`config.mk`:
```
export PLATFORM = sky130hd
export DESIGN_NAME = keypad_scan_ctrl
export DESIGN_NICKNAME = d
export VERILOG_FILES = /design/src/rtl/keypad_pkg.sv /design/src/rtl/keypad_decode.sv /design/src/rtl/keypad_scan_ctrl.sv
export SDC_FILE = /design/constraint.sdc
export NUM_CORES = 1
export LEC_CHECK = 0
export CORE_MARGIN = 10
export CORE_UTILIZATION = 60
export DETAILED_ROUTE_END_ITERATION = 6
export MAX_ROUTING_LAYER = met4
export PLACE_DENSITY = 0.83
export SKIP_LAST_GASP = 1
export SYNTH_ARGS = -nofsm -noshare
export SYNTH_HDL_FRONTEND = slang
export SYNTH_SLANG_ARGS = --single-unit
```
`constraint.sdc`:
```
create_clock -name clk -period 3.5 [get_ports clk]
set_clock_uncertainty 0.15 [all_clocks]
set_input_delay 0.35 -clock clk [delete_from_list [all_inputs] [get_ports clk]]
set_output_delay 0.35 -clock clk [all_outputs]
set_load 0.02 [all_outputs]
```
`src/rtl/keypad_pkg.sv`:
```
// Shared types and constants for the 4x4 keypad scan controller.
package keypad_pkg;

  typedef enum logic [1:0] {
    SCAN     = 2'd0,
    DEBOUNCE = 2'd1,
    PRESSED  = 2'd2,
    HOLD     = 2'd3
  } scan_state_t;

  // Indexed by {row, col}: rows 0..3, columns 0..3.
  localparam logic [3:0] KEY_MAP [16] = '{
    4'h1, 4'h2, 4'h3, 4'hA,
    4'h4, 4'h5, 4'h6, 4'hB,
    4'h7, 4'h8, 4'h9, 4'hC,
    4'hE, 4'h0, 4'hF, 4'hD
  };

  function automatic int cnt_width(input int dwell, input int dbnc);
    int m;
    m = (dwell > dbnc) ? dwell : dbnc;
    return $clog2(m);
  endfunction

endpackage

```
`src/rtl/keypad_decode.sv`:
```
// Combinational map of (column, row pattern) to a hex key code and a one-hot flag.
module keypad_decode
  import keypad_pkg::*;
(
  input  logic [1:0] col_idx,
  input  logic [3:0] row_pat,
  output logic [3:0] code,
  output logic       one_hot
);

  logic [1:0] row_idx;

  always_comb begin
    row_idx = 2'd0;
    for (int i = 3; i >= 0; i--) begin
      if (row_pat[i]) row_idx = i[1:0];
    end
    one_hot = (row_pat != 4'd0) && ((row_pat & (row_pat - 4'd1)) == 4'd0);
    code    = KEY_MAP[{row_idx, col_idx}];
  end

endmodule

```
`src/rtl/keypad_scan_ctrl.sv`:
```
// Column-scanning keypad controller with in-line press/release debounce and
// a one-cycle key event carrying the decoded hex code.
module keypad_scan_ctrl
  import keypad_pkg::*;
#(
  parameter int SCAN_DWELL  = 8,
  parameter int DBNC_CYCLES = 16
) (
  input  logic       clk,
  input  logic       rst,
  input  logic [3:0] row_in,
  output logic [3:0] col_out,
  output logic [3:0] key_code,
  output logic       key_valid,
  output logic       key_held
);

  localparam int               CNT_W      = cnt_width(SCAN_DWELL, DBNC_CYCLES);
  localparam logic [CNT_W-1:0] DWELL_LAST = CNT_W'(SCAN_DWELL - 1);
  localparam logic [CNT_W-1:0] DBNC_LAST  = CNT_W'(DBNC_CYCLES - 1);
  localparam logic [CNT_W-1:0] CNT_ONE    = CNT_W'(1);

  scan_state_t      state, state_nxt;
  logic [1:0]       col_idx, col_nxt;
  logic [CNT_W-1:0] dwell_cnt, dwell_nxt;
  logic [CNT_W-1:0] dbnc_cnt, dbnc_nxt;
  logic [3:0]       pat_lat, pat_nxt;
  logic [3:0]       row_p0, row_s;
  logic [3:0]       key_code_nxt;
  logic             key_valid_nxt, key_held_nxt;
  logic [3:0]       dec_code;
  logic             dec_one_hot;

  // The column index stays frozen outside SCAN, so it doubles as the latched column.
  keypad_decode u_decode (
    .col_idx (col_idx),
    .row_pat (pat_lat),
    .code    (dec_code),
    .one_hot (dec_one_hot)
  );

  assign col_out = 4'b0001 << col_idx;

  // Stage p0/p1: synchronizer, then state and registered outputs
  always_ff @(posedge clk) begin
    if (rst) begin
      row_p0    <= 4'd0;
      row_s     <= 4'd0;
      state     <= SCAN;
      col_idx   <= 2'd0;
      dwell_cnt <= '0;
      dbnc_cnt  <= '0;
      key_code  <= 4'h0;
      key_valid <= 1'b0;
      key_held  <= 1'b0;
    end else begin
      row_p0    <= row_in;
      row_s     <= row_p0;
      state     <= state_nxt;
      col_idx   <= col_nxt;
      dwell_cnt <= dwell_nxt;
      dbnc_cnt  <= dbnc_nxt;
      key_code  <= key_code_nxt;
      key_valid <= key_valid_nxt;
      key_held  <= key_held_nxt;
    end
  end

  always_ff @(posedge clk) begin
    pat_lat <= pat_nxt;
  end

  always_comb begin
    state_nxt = state;
    col_nxt   = col_idx;
    dwell_nxt = dwell_cnt;
    dbnc_nxt  = dbnc_cnt;
    pat_nxt   = pat_lat;
    case (state)
      SCAN: begin
        if (dwell_cnt == DWELL_LAST) begin
          dwell_nxt = '0;
          if (row_s == 4'd0) begin
            col_nxt = col_idx + 2'd1;
          end else begin
            pat_nxt   = row_s;
            dbnc_nxt  = '0;
            state_nxt = DEBOUNCE;
          end
        end else begin
          dwell_nxt = dwell_cnt + CNT_ONE;
        end
      end
      DEBOUNCE: begin
        if (row_s != pat_lat) begin
          state_nxt = SCAN;
          col_nxt   = col_idx + 2'd1;
          dwell_nxt = '0;
        end else if (dbnc_cnt == DBNC_LAST) begin
          dbnc_nxt  = '0;
          // Multi-bit patterns are ghosts or chords: wait them out silently.
          state_nxt = dec_one_hot ? PRESSED : HOLD;
        end else begin
          dbnc_nxt = dbnc_cnt + CNT_ONE;
        end
      end
      PRESSED: begin
        dbnc_nxt  = '0;
        state_nxt = HOLD;
      end
      HOLD: begin
        if (row_s != 4'd0) begin
          dbnc_nxt = '0;
        end else if (dbnc_cnt == DBNC_LAST) begin
          dbnc_nxt  = '0;
          dwell_nxt = '0;
          col_nxt   = col_idx + 2'd1;
          state_nxt = SCAN;
        end else begin
          dbnc_nxt = dbnc_cnt + CNT_ONE;
        end
      end
      default: state_nxt = SCAN;
    endcase
  end

  always_comb begin
    key_valid_nxt = (state == PRESSED);
    key_held_nxt  = key_held;
    key_code_nxt  = key_code;
    if (state == PRESSED) begin
      key_held_nxt = 1'b1;
      key_code_nxt = dec_code;
    end else if (state == HOLD && row_s == 4'd0 && dbnc_cnt == DBNC_LAST) begin
      key_held_nxt = 1'b0;
    end
  end

endmodule
```
==> results.ini <==
[run_status]
status = finished clean

[yosys]
synth_top_cells_by_area = dfxtp_1, ha_1, edfxtp_1, a21oi_1, nor2_1
syn_area_per_cell_um2 = 9.623
synth_edf_count = 4
ys.flop_type = dfxtp_1
yosys_warnings = 0
netlist.area_leader.share_pct = 32.78
async_reset_ff_share_pct = 0
synth_fp_nets = 183
ys_seq_elements = 30
synth_top_family_by_area = simple AND/OR/NAND/NOR gates
yosys.area.top_type = dfxtp_1
synth_mux_area_share_pct = 5.201
ys_types = 44
seq_area_frac_synth_pct = 40.35
synth-simple-area-share_pct = 21.12
synth-xor-area-share_pct = 2.758
synth_area_mm2 = 0.001588
synthesis.instances = 165
synthAdderAreaFrac_pct = 9.456
synth_compound_area_share_pct = 16.55

[global_routing]
grt_overflow = 0
grt_pass1_wl_mm = 5.554
grt_max_degree = 28
grt_pass1_vias = 1220
grt_antenna_before_repair = 0
grt_usage_pct = 13.55

[clock_tree]
clk_pin_slew_worst_paths_ns = 0.11
ctsResizeCount = 0
clock-sinks = 30
cts_root_buf = clkbuf_4
cts.hold.buffers_added = 0
cts_tree = yes
cts_buffer_depth = 2
insertion_delay_ns = 0.34
postCtsSetupRepairBufs = 0
htree_levels = 2
cts_made_buffers = 5

[sta]
setup_tns_ns = 0
relSlewSlack_pct = 36.70
fin_crit_sh_pct = 65.02
max_clock_freq_mhz = 439.4
fin_crit_ns = 2.276
setup_viol = 0
tightest_slew_ns = 0.9465
hold_violations = 0
slew_violations = 0
rsz0062_at_grt = no
whs_ns = 0.2995

[cells_and_area]
drive_gt1_share_pct = 8.791
final_cell_mix = dfxtp_1, nor2_1, clkdlybuf4s50_1
final_cells = 212
area_delta_synth_final_pct = 14.58
num_antenna_cells = 0
layout_commonest_cell = dfxtp_1
nets = 199

[setup_path]
slowest_stage = clkdlybuf4s50_1
worstPathMaxFanout = 8
crit_chain = inv_1 -> ha_1 -> clkdlybuf4s50_1
worst_setup_path_start_kind = flip-flop
arrival_ns = 1.78
worst_path_dominant_cell_family = buffers and inverters
cp-end-kind = output port
worstSetupPathType = reg2out
critPathBufInv = 2
slowest_delay_ns = 0.55
critical_path_required_ns = 3.00

[die]
die-area_mm2 = 0.005104
start_util_pct = 63.51
die_h_um = 71.44
io_pins = 16
num_rows = 18
core_mm2 = 0.002500
die_w_um = 71.44

[detailed_routing]
drc_errors = 0
ant_nets = 0
wl_per_cell_um = 15.23
drt_iter0_drc = 96
routed_via_density = 5.892
vias = 1249
dr.pass1.iters = 4
wl_mm = 3.228

[placement]
io_buffers = 15
dp_hpwl_mm = 2.396
placedCellCount = 204
gp_congestion = 0.8549

[power_and_ir_drop]
ir_worst_vdd_mv = 0.4120
p_leak_nw = 0.6698
power.density_mw_per_mm2 = 375.2

[flow_run]
maxCapViolCount = 0

[worst_hold_path]
min_path_type = reg2reg

==> where the power goes <==
| part | leakage (nW) | internal [mW] | switching, mW |
|---|---|---|---|
| Clock | 0.0374 | 0.150 | 0.136 |
| Combinational | 0.384 | 0.0184 | 0.0167 |
| Sequential | 0.249 | 0.356 | 0.00594 |
| Total | 0.670 | 0.524 | 0.158 |
==> cells in the mapped netlist, types with 2 or more instances <==
cell      instances
a211oi_1          6
a21o_1            2
a21oi_1          14
a22oi_1           2
a311oi_1          2
clkbuf_1          4
dfxtp_1          26
edfxtp_1          4
ha_1             12
inv_1             9
mux2i_1           6
nand2_1           5
nand2b_1          3
nand3_1           3
nand4b_1          2
nor2_1           17
nor2b_1           9
nor3_1            3
nor4_1            2
nor4b_1           3
o21ai_0           4
or3_1             2
xnor2_1           4
==> state kept, by name, summed over array words and instances (netlist names), named ones only <==
register / cells
col_idx: 2
dbnc_cnt: 4
dwell_cnt: 4
key_code: 4
key_held: 1
key_valid: 1
pat_lat: 4
row_p0: 4
row_s: 4
state: 1
==> worst reg2reg max path, cell delays in order, from the launching register on <==
cell and delay, ns:
dfxtp_1 0.39, ha_1 0.24, and3b_1 0.24, nand2_1 0.13, a22o_1 0.32, or4b_1 0.48, a21oi_1 0.15
==> cells by family (layout without fill, tap and decap cells) <==
group                    after synthesis  count (layout)
AND/OR/NAND/NOR                       59              59
AO/OA/AOI/OAI                         37              37
flip-flops                            30              30
buffers and inverters                 15              32
adder cells (fa/ha/maj)               12              12
multiplexers                           7               7
XOR/XNOR                               5               5
==> worst paths after layout <==
path / start / endpoint / slack [ns] / cells after the start
min reg2reg: row_p0[0] / row_s[0] / 0.30 / 1
min: row_p0[0] / row_s[0] / 0.30 / 1
max: col_idx[0] / col_out[0] / 1.22 / 3
max reg2reg: dwell_cnt[0] / dbnc_cnt[2] / 1.32 / 6
==> metal layers <==
layer	wire [um]	vias to the layer above	track usage (%)
met5	0	-	-
met4	46	0	6.022
met3	172	6	3.857
met2	1583	28	21.76
met1	1425	588	15.26
li1	-	627	-
==> stage by stage <==
| step | util [%] | total power [mW] | setup slack [ns] | instance area, um2 |
|---|---|---|---|---|
| global placement | 69.47 | 0.4023 | 1.451 | 1737 |
| floorplan | - | 0.3947 | 1.496 | 1588 |
| CTS | 72.77 | 0.6825 | 1.211 | 1819 |
| detailed placement | 69.47 | 0.4048 | 1.361 | 1737 |
| finish | 72.77 | 0.6826 | 1.224 | 1819 |
| global route | 72.77 | 0.7048 | 1.088 | 1819 |
==> cell type report <==
type | count | area [um2]
clock buffers | 5 | 37.54
clock inverters | 3 | 45.04
fillers | 173 | 680.7
inverters | 9 | 33.78
multi-input cells | 120 | 874.6
flip-flops and latches | 30 | 640.6
well taps | 30 | 37.54
repair buffers | 15 | 150.1
Note: power is estimated with default switching activity, not from simulation.
